$ cat config.mk
export PLATFORM = sky130hd
export DESIGN_NAME = aes_vector_sequencer
export DESIGN_NICKNAME = d
export VERILOG_FILES = /design/src/rtl/aes_vector_sequencer.sv
export SDC_FILE = /design/constraint.sdc
export NUM_CORES = 1
export LEC_CHECK = 0
export CORE_AREA = 2 2 324 326
export CTS_CLUSTER_SIZE = 24
export DETAILED_ROUTE_END_ITERATION = 10
export DIE_AREA = 0 0 326 328
export SLEW_MARGIN = 10
export SYNTH_ARGS = -nofsm -noshare
export SYNTH_HDL_FRONTEND = slang
export SYNTH_SLANG_ARGS = --single-unit
$ cat constraint.sdc
create_clock -name AES_clk -period 3 [get_ports AES_clk]
set_input_delay 0.45 -clock AES_clk [delete_from_list [all_inputs] [get_ports AES_clk]]
set_output_delay 0.45 -clock AES_clk [all_outputs]
set_load 0.01 [all_outputs]
$ cat src/rtl/aes_vector_sequencer.sv
// aes_vector_sequencer: walks a table of (plaintext, key, expected) vectors through
// AES_top, checks each result against the expected ciphertext, and keeps
// pass/fail/timeout statistics. Supports single-pass and continuous loop operation.
module aes_vector_sequencer #(
    parameter int unsigned DATA_W  = 128,
    parameter int unsigned NUM_VEC = 4,
    parameter int unsigned TIMEOUT = 64,
    parameter int unsigned GAP     = 2,
    parameter int unsigned CNT_W   = 16,
    parameter int unsigned IDX_W   = (NUM_VEC > 1) ? $clog2(NUM_VEC) : 1
) (
    input  logic              AES_clk,
    input  logic              AES_rst,
    input  logic              start,
    input  logic              loop_mode,
    input  logic              abort,
    output logic [IDX_W-1:0]  vec_idx,
    input  logic [DATA_W-1:0] vec_data,
    input  logic [DATA_W-1:0] vec_key,
    input  logic [DATA_W-1:0] vec_expect,
    output logic              AES_en,
    output logic [DATA_W-1:0] AES_data_in,
    output logic [DATA_W-1:0] AES_key_in,
    input  logic [DATA_W-1:0] AES_data_out,
    input  logic              AES_data_out_valid,
    output logic              busy,
    output logic              done,
    output logic [CNT_W-1:0]  pass_cnt,
    output logic [CNT_W-1:0]  fail_cnt,
    output logic [CNT_W-1:0]  timeout_cnt,
    output logic              first_fail_vld,
    output logic [IDX_W-1:0]  first_fail_idx
);

    localparam int unsigned WAIT_W = $clog2(TIMEOUT + 1);
    localparam int unsigned GAP_N  = (GAP > 0) ? GAP : 1;
    localparam int unsigned GAP_W  = (GAP_N > 1) ? $clog2(GAP_N) : 1;

    localparam logic [IDX_W-1:0]  LAST_IDX  = IDX_W'(NUM_VEC - 1);
    localparam logic [WAIT_W-1:0] WAIT_LAST = WAIT_W'(TIMEOUT - 1);
    localparam logic [GAP_W-1:0]  GAP_LAST  = GAP_W'(GAP_N - 1);
    localparam logic [CNT_W-1:0]  CNT_MAX   = '1;

    typedef enum logic [2:0] {
        S_IDLE,
        S_LOAD,
        S_RUN,
        S_CHECK,
        S_GAP,
        S_DONE
    } state_t;

    state_t              state;
    logic [WAIT_W-1:0]   wait_cnt;
    logic [GAP_W-1:0]    gap_cnt;
    logic [DATA_W-1:0]   expect_q;
    logic [DATA_W-1:0]   result_q;

    // Saturating increment for the statistics counters.
    function automatic logic [CNT_W-1:0] sat_inc(input logic [CNT_W-1:0] v);
        return (v == CNT_MAX) ? v : v + 1'b1;
    endfunction

    // Sequencer FSM with all outputs registered; reset beats abort beats everything else.
    always_ff @(posedge AES_clk) begin
        if (AES_rst) begin
            state          <= S_IDLE;
            wait_cnt       <= '0;
            gap_cnt        <= '0;
            expect_q       <= '0;
            result_q       <= '0;
            vec_idx        <= '0;
            AES_en         <= 1'b0;
            AES_data_in    <= '0;
            AES_key_in     <= '0;
            busy           <= 1'b0;
            done           <= 1'b0;
            pass_cnt       <= '0;
            fail_cnt       <= '0;
            timeout_cnt    <= '0;
            first_fail_vld <= 1'b0;
            first_fail_idx <= '0;
        end else if (abort) begin
            state  <= S_IDLE;
            AES_en <= 1'b0;
            busy   <= 1'b0;
            done   <= 1'b0;
        end else begin
            unique case (state)
                S_IDLE, S_DONE: begin
                    if (start) begin
                        pass_cnt       <= '0;
                        fail_cnt       <= '0;
                        timeout_cnt    <= '0;
                        first_fail_vld <= 1'b0;
                        first_fail_idx <= '0;
                        vec_idx        <= '0;
                        busy           <= 1'b1;
                        done           <= 1'b0;
                        state          <= S_LOAD;
                    end
                end
                S_LOAD: begin
                    AES_data_in <= vec_data;
                    AES_key_in  <= vec_key;
                    expect_q    <= vec_expect;
                    wait_cnt    <= '0;
                    AES_en      <= 1'b1;
                    state       <= S_RUN;
                end
                S_RUN: begin
                    wait_cnt <= wait_cnt + 1'b1;
                    if (AES_data_out_valid) begin
                        result_q <= AES_data_out;
                        AES_en   <= 1'b0;
                        state    <= S_CHECK;
                    end else if (wait_cnt == WAIT_LAST) begin
                        fail_cnt    <= sat_inc(fail_cnt);
                        timeout_cnt <= sat_inc(timeout_cnt);
                        if (!first_fail_vld) begin
                            first_fail_vld <= 1'b1;
                            first_fail_idx <= vec_idx;
                        end
                        AES_en  <= 1'b0;
                        gap_cnt <= '0;
                        state   <= S_GAP;
                    end
                end
                S_CHECK: begin
                    if (result_q == expect_q) begin
                        pass_cnt <= sat_inc(pass_cnt);
                    end else begin
                        fail_cnt <= sat_inc(fail_cnt);
                        if (!first_fail_vld) begin
                            first_fail_vld <= 1'b1;
                            first_fail_idx <= vec_idx;
                        end
                    end
                    gap_cnt <= '0;
                    state   <= S_GAP;
                end
                S_GAP: begin
                    if (gap_cnt == GAP_LAST) begin
                        if (vec_idx != LAST_IDX) begin
                            vec_idx <= vec_idx + 1'b1;
                            state   <= S_LOAD;
                        end else if (loop_mode) begin
                            vec_idx <= '0;
                            state   <= S_LOAD;
                        end else begin
                            busy  <= 1'b0;
                            done  <= 1'b1;
                            state <= S_DONE;
                        end
                    end else begin
                        gap_cnt <= gap_cnt + 1'b1;
                    end
                end
                default: begin
                    AES_en <= 1'b0;
                    busy   <= 1'b0;
                    done   <= 1'b0;
                    state  <= S_IDLE;
                end
            endcase
        end
    end

endmodule

# Word-level counts from Yosys, hierarchy flattened
# Cells that the tools add are included.
[totals]
romBits = 0
reg_bits = 579
latch_bits = 0
mem_count = 0
ram_bits = 0
[classes]
eq_ne = 23
n_bitwise = 3
n_mux = 51
mul = 0
n_reduce_logical = 22
add_sub_neg = 6
n_div = 0
n_lt_le_gt_ge = 0
n_shift = 0
[ops]
columns = ["cell", "count"]
rows = [
  ["2-to-1 mux 16 bit", 10],
  ["== test 128 bit", 1],
  ["case mux 16 bit (2 select lines)", 2],
  ["adder 16 x 1 -> 16 bit (second input constant)", 3],
  ["== test 16 bit (second input constant)", 3],
  ["case mux 16 bit (3 select lines)", 1],
  ["!= test 2 bit (second input constant)", 11],
  ["2-to-1 mux 3 bit", 6],
  ["2-to-1 mux 2 bit", 8],
  ["2-to-1 mux 1 bit", 15],
  ["case mux 1 bit (3 select lines)", 5],
  ["case mux 3 bit (5 select lines)", 1],
  ["AND reduction 5 bit", 3],
  ["case mux 7 bit (2 select lines)", 1],
  ["AND reduction 6 bit", 2],
  ["nonzero test 2 bit", 4],
  ["adder 7 x 1 -> 7 bit (second input constant)", 1],
  ["== test 7 x 6 -> 1 bit (second input constant)", 1],
  ["== test 3 x 2 -> 1 bit (second input constant)", 2],
  ["== test 3 bit (second input constant)", 2],
  ["!= test 3 bit (second input constant)", 2],
  ["case mux 2 bit (3 select lines)", 1],
  ["AND reduction 2 bit", 3],
  ["AND reduction 3 bit", 2],
  ["11 further kinds", 15],
]

# Longest topological paths before layout
[depth]
depth_word = 5
mapped_depth = 9
ltp_nobuf = 8

# Worst setup path after synthesis
# OpenSTA, ideal clock, no wires.
[synth_timing]
path_type = "reg2reg"
from = "register wait_cnt[0]"
to = "register fail_cnt[13]"
path_stages_with_launch = 10
n_path_buf = 2
arrival_time_ps = 2166
setup_slack_ps = 743
synth_period_minus_slack_ps = 2257
path_cell_list = "dfxtp_1 > ha_1 > nand4_2 > or4b_4 > a221oi_2 > o21a_1 > buf_4 > buf_6 > a31oi_1 > a311oi_1"
[synth_between]
elab_chain_len = 3
[synth_rtl]
columns = ["element", "line", "rtl"]
rows = [
  ["start, declared", "54", "logic [WAIT_W-1:0] wait_cnt;"],
  ["start signal, assigned", "112", "wait_cnt <= wait_cnt + 1'b1;"],
  ["== test 7 x 6 -> 1 bit", "117", "end else if (wait_cnt == WAIT_LAST) begin"],
  ["!= test 2 bit (no line)", "-", ""],
  ["AND reduction 6 bit (no line)", "-", ""],
  ["end signal, assigned", "118", "fail_cnt <= sat_inc(fail_cnt);"],
  ["end signal, assigned", "133", "fail_cnt <= sat_inc(fail_cnt);"],
  ["end, declared", "29", "output logic [CNT_W-1:0] fail_cnt,"],
]
# No other way between the ends.
# A chain may end at the register's enable or synchronous reset.

# Worst setup path in the final report
[layout_timing]
from = "register result_q[38]"
to = "register pass_cnt[13]"
[layout_between]
elab_chain_len = 3
[layout_rtl]
columns = ["element", "line", "rtl"]
rows = [
  ["start, declared", "57", "logic [DATA_W-1:0] result_q;"],
  ["start signal, assigned", "114", "result_q <= AES_data_out;"],
  ["== test 128 bit", "130", "if (result_q == expect_q) begin"],
  ["!= test 2 bit (no line)", "-", ""],
  ["AND reduction 5 bit (no line)", "-", ""],
  ["end signal, assigned", "131", "pass_cnt <= sat_inc(pass_cnt);"],
  ["end, declared", "28", "output logic [CNT_W-1:0] pass_cnt,"],
]
# No other way between the ends.

==> results.txt <==
critical path's largest stage delay - 0.74 ns
Initial Util - 0.216
Pleak - 12.6 nW
CTS root buf - clkbuf_16
syn avg cell area - 7.91 um^2
core area - 103000 um^2
Mapped Cells - 2823
Max Fanout on Critical Path - 12
first-pass GRT wire length - 141000 um
Top delay family on crit path - simple AND/OR/NAND/NOR gates
I/O Pins - 830
Netlist cell types - 63
pin count of the biggest net entering global routing - 147
Hold Path End - wait_cnt[0]$_SDFFE_PP0P_
global placer's final weighted congestion - 0.867
Ys Warns - 0
Register-to-Register Path Depth - 9
metal3 WL - 8670 um
clock slew at reported path FFs - 0.06 ns
Routed WL per cell - 19.5 um
layout cells sized above 1 - 0.0626
fin crit period - 2.88 ns
MaxCap Viol Count - 0
max layer used - met5
Worst EP arrival - 3.46 ns
Setup CP Type - flip-flop to flip-flop
CTS tree - built
DIE AREA - 107000 um^2
PortBufs - 829
status - finished, final reports clean
type of the worst min-delay path - input port to flip-flop
Detailed Place HPWL - 74900 um
clk sinks - 579
Metal-1 WL - 43000 um
area of the mapped netlist - 22300 um^2
row count - 118
die height - 328 um
DR vias - 22500
Sum Neg Setup Slack - 0 ns
Post-Syn Nets - 3346
Fin. Hold Viols - 0
die width - 326 um
crit end category - flip-flop
Worst Hold Depth - 2
H-tree Lvls - 3
GRT Overall Usage - 0.176
Worst-Margin Slew - 0.794 ns
DR iter-0 viols - 1474
final core utilization - 0.342
critical path's slowest cell - nor4_1
drt total wl - 99200 um
Max VDD drop - 0.510 mV
vias in the first global route - 21300
TritonCTS Buffers - 72
r2r setup slk - 0.12 ns
met2 wire length - 44100 um
#FFs+latches synth - 579
RSZ-0062 raised after global routing - false
ys flop type - dfxtp_1
sequential area share after synthesis - 0.519
clk buf depth - 3
crit share post-route - 0.961
relative slew slack - 0.466
ys async rst share - 0
Slew Limit Fails - 0
Layout Skew - 0.0278 ns
Buf/Inv on CP - 2
nets@finish - 4142
detailed-router iteration count before antenna repair - 5
Critical Path Source Type - flip-flop
Crit path top cell by count - buf_4
initial antenna violation count - 44
critical path required time - 3.58 ns
post-route ant nets - 0
Vias/cell - 4.43
Power Density - 547 nW/um^2
DRC - 0
Reg2Reg Capture Point - pass_cnt[13]$_SDFFE_PP0P_
Final setup viols - 0
CP cell instances - xor2_1 > nor4_1 > nand4_1 > nor4_4 > buf_4 > a21boi_2 > buf_4 > or4_1 > nand2_1
final global-route overflow total - 0
fillers - 10700
FMAX - 347 MHz
Post-synth EDFFs - 0
hold_sp - AES_rst
Synth-to-Final Area Change - 58.0%
worst r2r src - result_q[38]$_SDFFE_PP0P_
clk_lat worst skew - 0.64 ns
-- how the worst max path moves through the flow --
stage / startpoint / end / cells past startpoint
floorplan: wait_cnt[0]$_SDFFE_PP0P_ / fail_cnt[13]$_SDFFE_PP0P_ / 9
global placement: result_q[41]$_SDFFE_PP0P_ / pass_cnt[12]$_SDFFE_PP0P_ / 10
detailed placement: result_q[41]$_SDFFE_PP0P_ / pass_cnt[13]$_SDFFE_PP0P_ / 10
CTS: result_q[57]$_SDFFE_PP0P_ / pass_cnt[13]$_SDFFE_PP0P_ / 8
global route: result_q[38]$_SDFFE_PP0P_ / pass_cnt[15]$_SDFFE_PP0P_ / 9
finish: result_q[38]$_SDFFE_PP0P_ / pass_cnt[13]$_SDFFE_PP0P_ / 9
-- area by class of cell --
cell class | instances | area [um^2] | area share
sequential | 579 | 11600 | 0.328
multi-input combinational | 2039 | 9950 | 0.282
timing repair buffer | 918 | 9350 | 0.265
clock buffer | 100 | 2090 | 0.0592
tap | 1380 | 1730 | 0.0489
clock inverter | 30 | 502 | 0.0142
antenna | 24 | 60.1 | 0.00170
inverter | 9 | 33.8 | 0.000957
-- what timing repair did --
item	4_1_cts	5_1_grt
pin swaps	0	1
resized for setup	1	0
cloned	0	0
hold buffers	0	0
setup buffers	0	2
endpoints found under the setup margin	4	15
-- cells by family (layout without fill, tap and decap cells) --
kind of cell | after synthesis | in the layout | synth area share
multiplexers | 5 | 5 | 0.00224
flip-flops | 579 | 579 | 0.519
buffers and inverters | 205 | 1057 | 0.0365
adder cells (fa/ha/maj) | 5 | 5 | 0.00280
AND/OR/NAND/NOR | 1267 | 1267 | 0.234
XOR/XNOR | 148 | 148 | 0.0580
other | 0 | 24 | 0
AO/OA/AOI/OAI | 614 | 614 | 0.147
-- synthesized netlist by cell type (all sizes together), types with 5 or more instances --
library cell     n  area [um^2]
nand2         1056         3960
dfxtp          579        11600
a21oi          538         2700
clkbuf         181          679
xor2           137         1200
nor2            35          139
nor4            35          255
nand3           25          125
nand4           25          163
nor3            25          125
o21ai           20          104
buf             15          103
xnor2           11         96.3
a31oi           10         62.6
and3            10         65.1
inv              9         33.8
or3              9         56.3
a311oi           8         87.6
or4              8         60.1
and2             7         45.1
and4             7         61.3
nand2b           7         43.8
o2111a           6         67.6
o211ai           6         45.0
ha               5         62.6
mux2i            5         50.1
o21a             5         37.5
-- per-layer routing --
| metal | global-route usage | vias to the layer above |
|---|---|---|
| li1 | - | 10900 |
| met1 | 0.231 | 10500 |
| met2 | 0.267 | 831 |
| met3 | 0.0564 | 180 |
| met4 | 0.0668 | 40 |
| met5 | 0 | - |
-- placed cells by master, fill, tap and decap left out, types with 4 or more instances in the layout --
cell type        instances
nor2_1                  34
nor3_1                  24
buf_4                   59
nand2b_1                 7
nand3_1                 25
and3_1                   8
clkbuf_1                11
o211ai_1                 6
nor4_1                  31
clkbuf_8                16
o21ai_0                 17
a311oi_1                 7
ha_1                     5
or3_1                    8
buf_12                  30
nor2b_1                  4
o2111a_1                 6
xor2_1                 137
clkinv_2                 9
nand4_1                 24
dfxtp_1                579
and2_1                   6
inv_1                    9
a31oi_1                 10
clkbuf_16               73
or4_1                    8
bufinv_16                9
xnor2_1                 11
clkinvlp_4               4
a21oi_1                537
and4_1                   7
nand3b_1                 4
mux2i_1                  5
o21a_1                   5
diode_2                 24
clkdlybuf4s50_1        828
nand2_1               1056
-- through the flow --
step	setup slack, ns	hold slack [ns]	area (um^2)	power, mW	instances
final	0.117	0.264	35300	19.3	5079
after global routing	0.0458	0.250	35300	20.0	5072
after CTS	0.0217	0.224	35200	19.5	5053
after detailed placement	-0.0305	0.445	32600	10.1	4923
after global placement	-0.0114	0.440	32600	10.1	4923
after floorplan	0.743	0.448	22300	8.75	2823
-- flip-flops by register name, indices dropped and copies added, names as in the netlist --
signal and cells:
fail_cnt 16, AES_key_in 128, vec_idx 2, first_fail_vld 1, AES_en 1, wait_cnt 7, pass_cnt 16, state 3
gap_cnt 1, result_q 128, timeout_cnt 16, busy 1, done 1, expect_q 128, AES_data_in 128, first_fail_idx 2
-- where the power goes --
| part | switching, mW | internal, mW | total, mW |
|---|---|---|---|
| logic | 0.888 | 1.07 | 1.95 |
| clock network | 3.70 | 5.70 | 9.40 |
| registers | 0.104 | 7.85 | 7.95 |
Note: power is estimated with default switching activity, not from simulation.
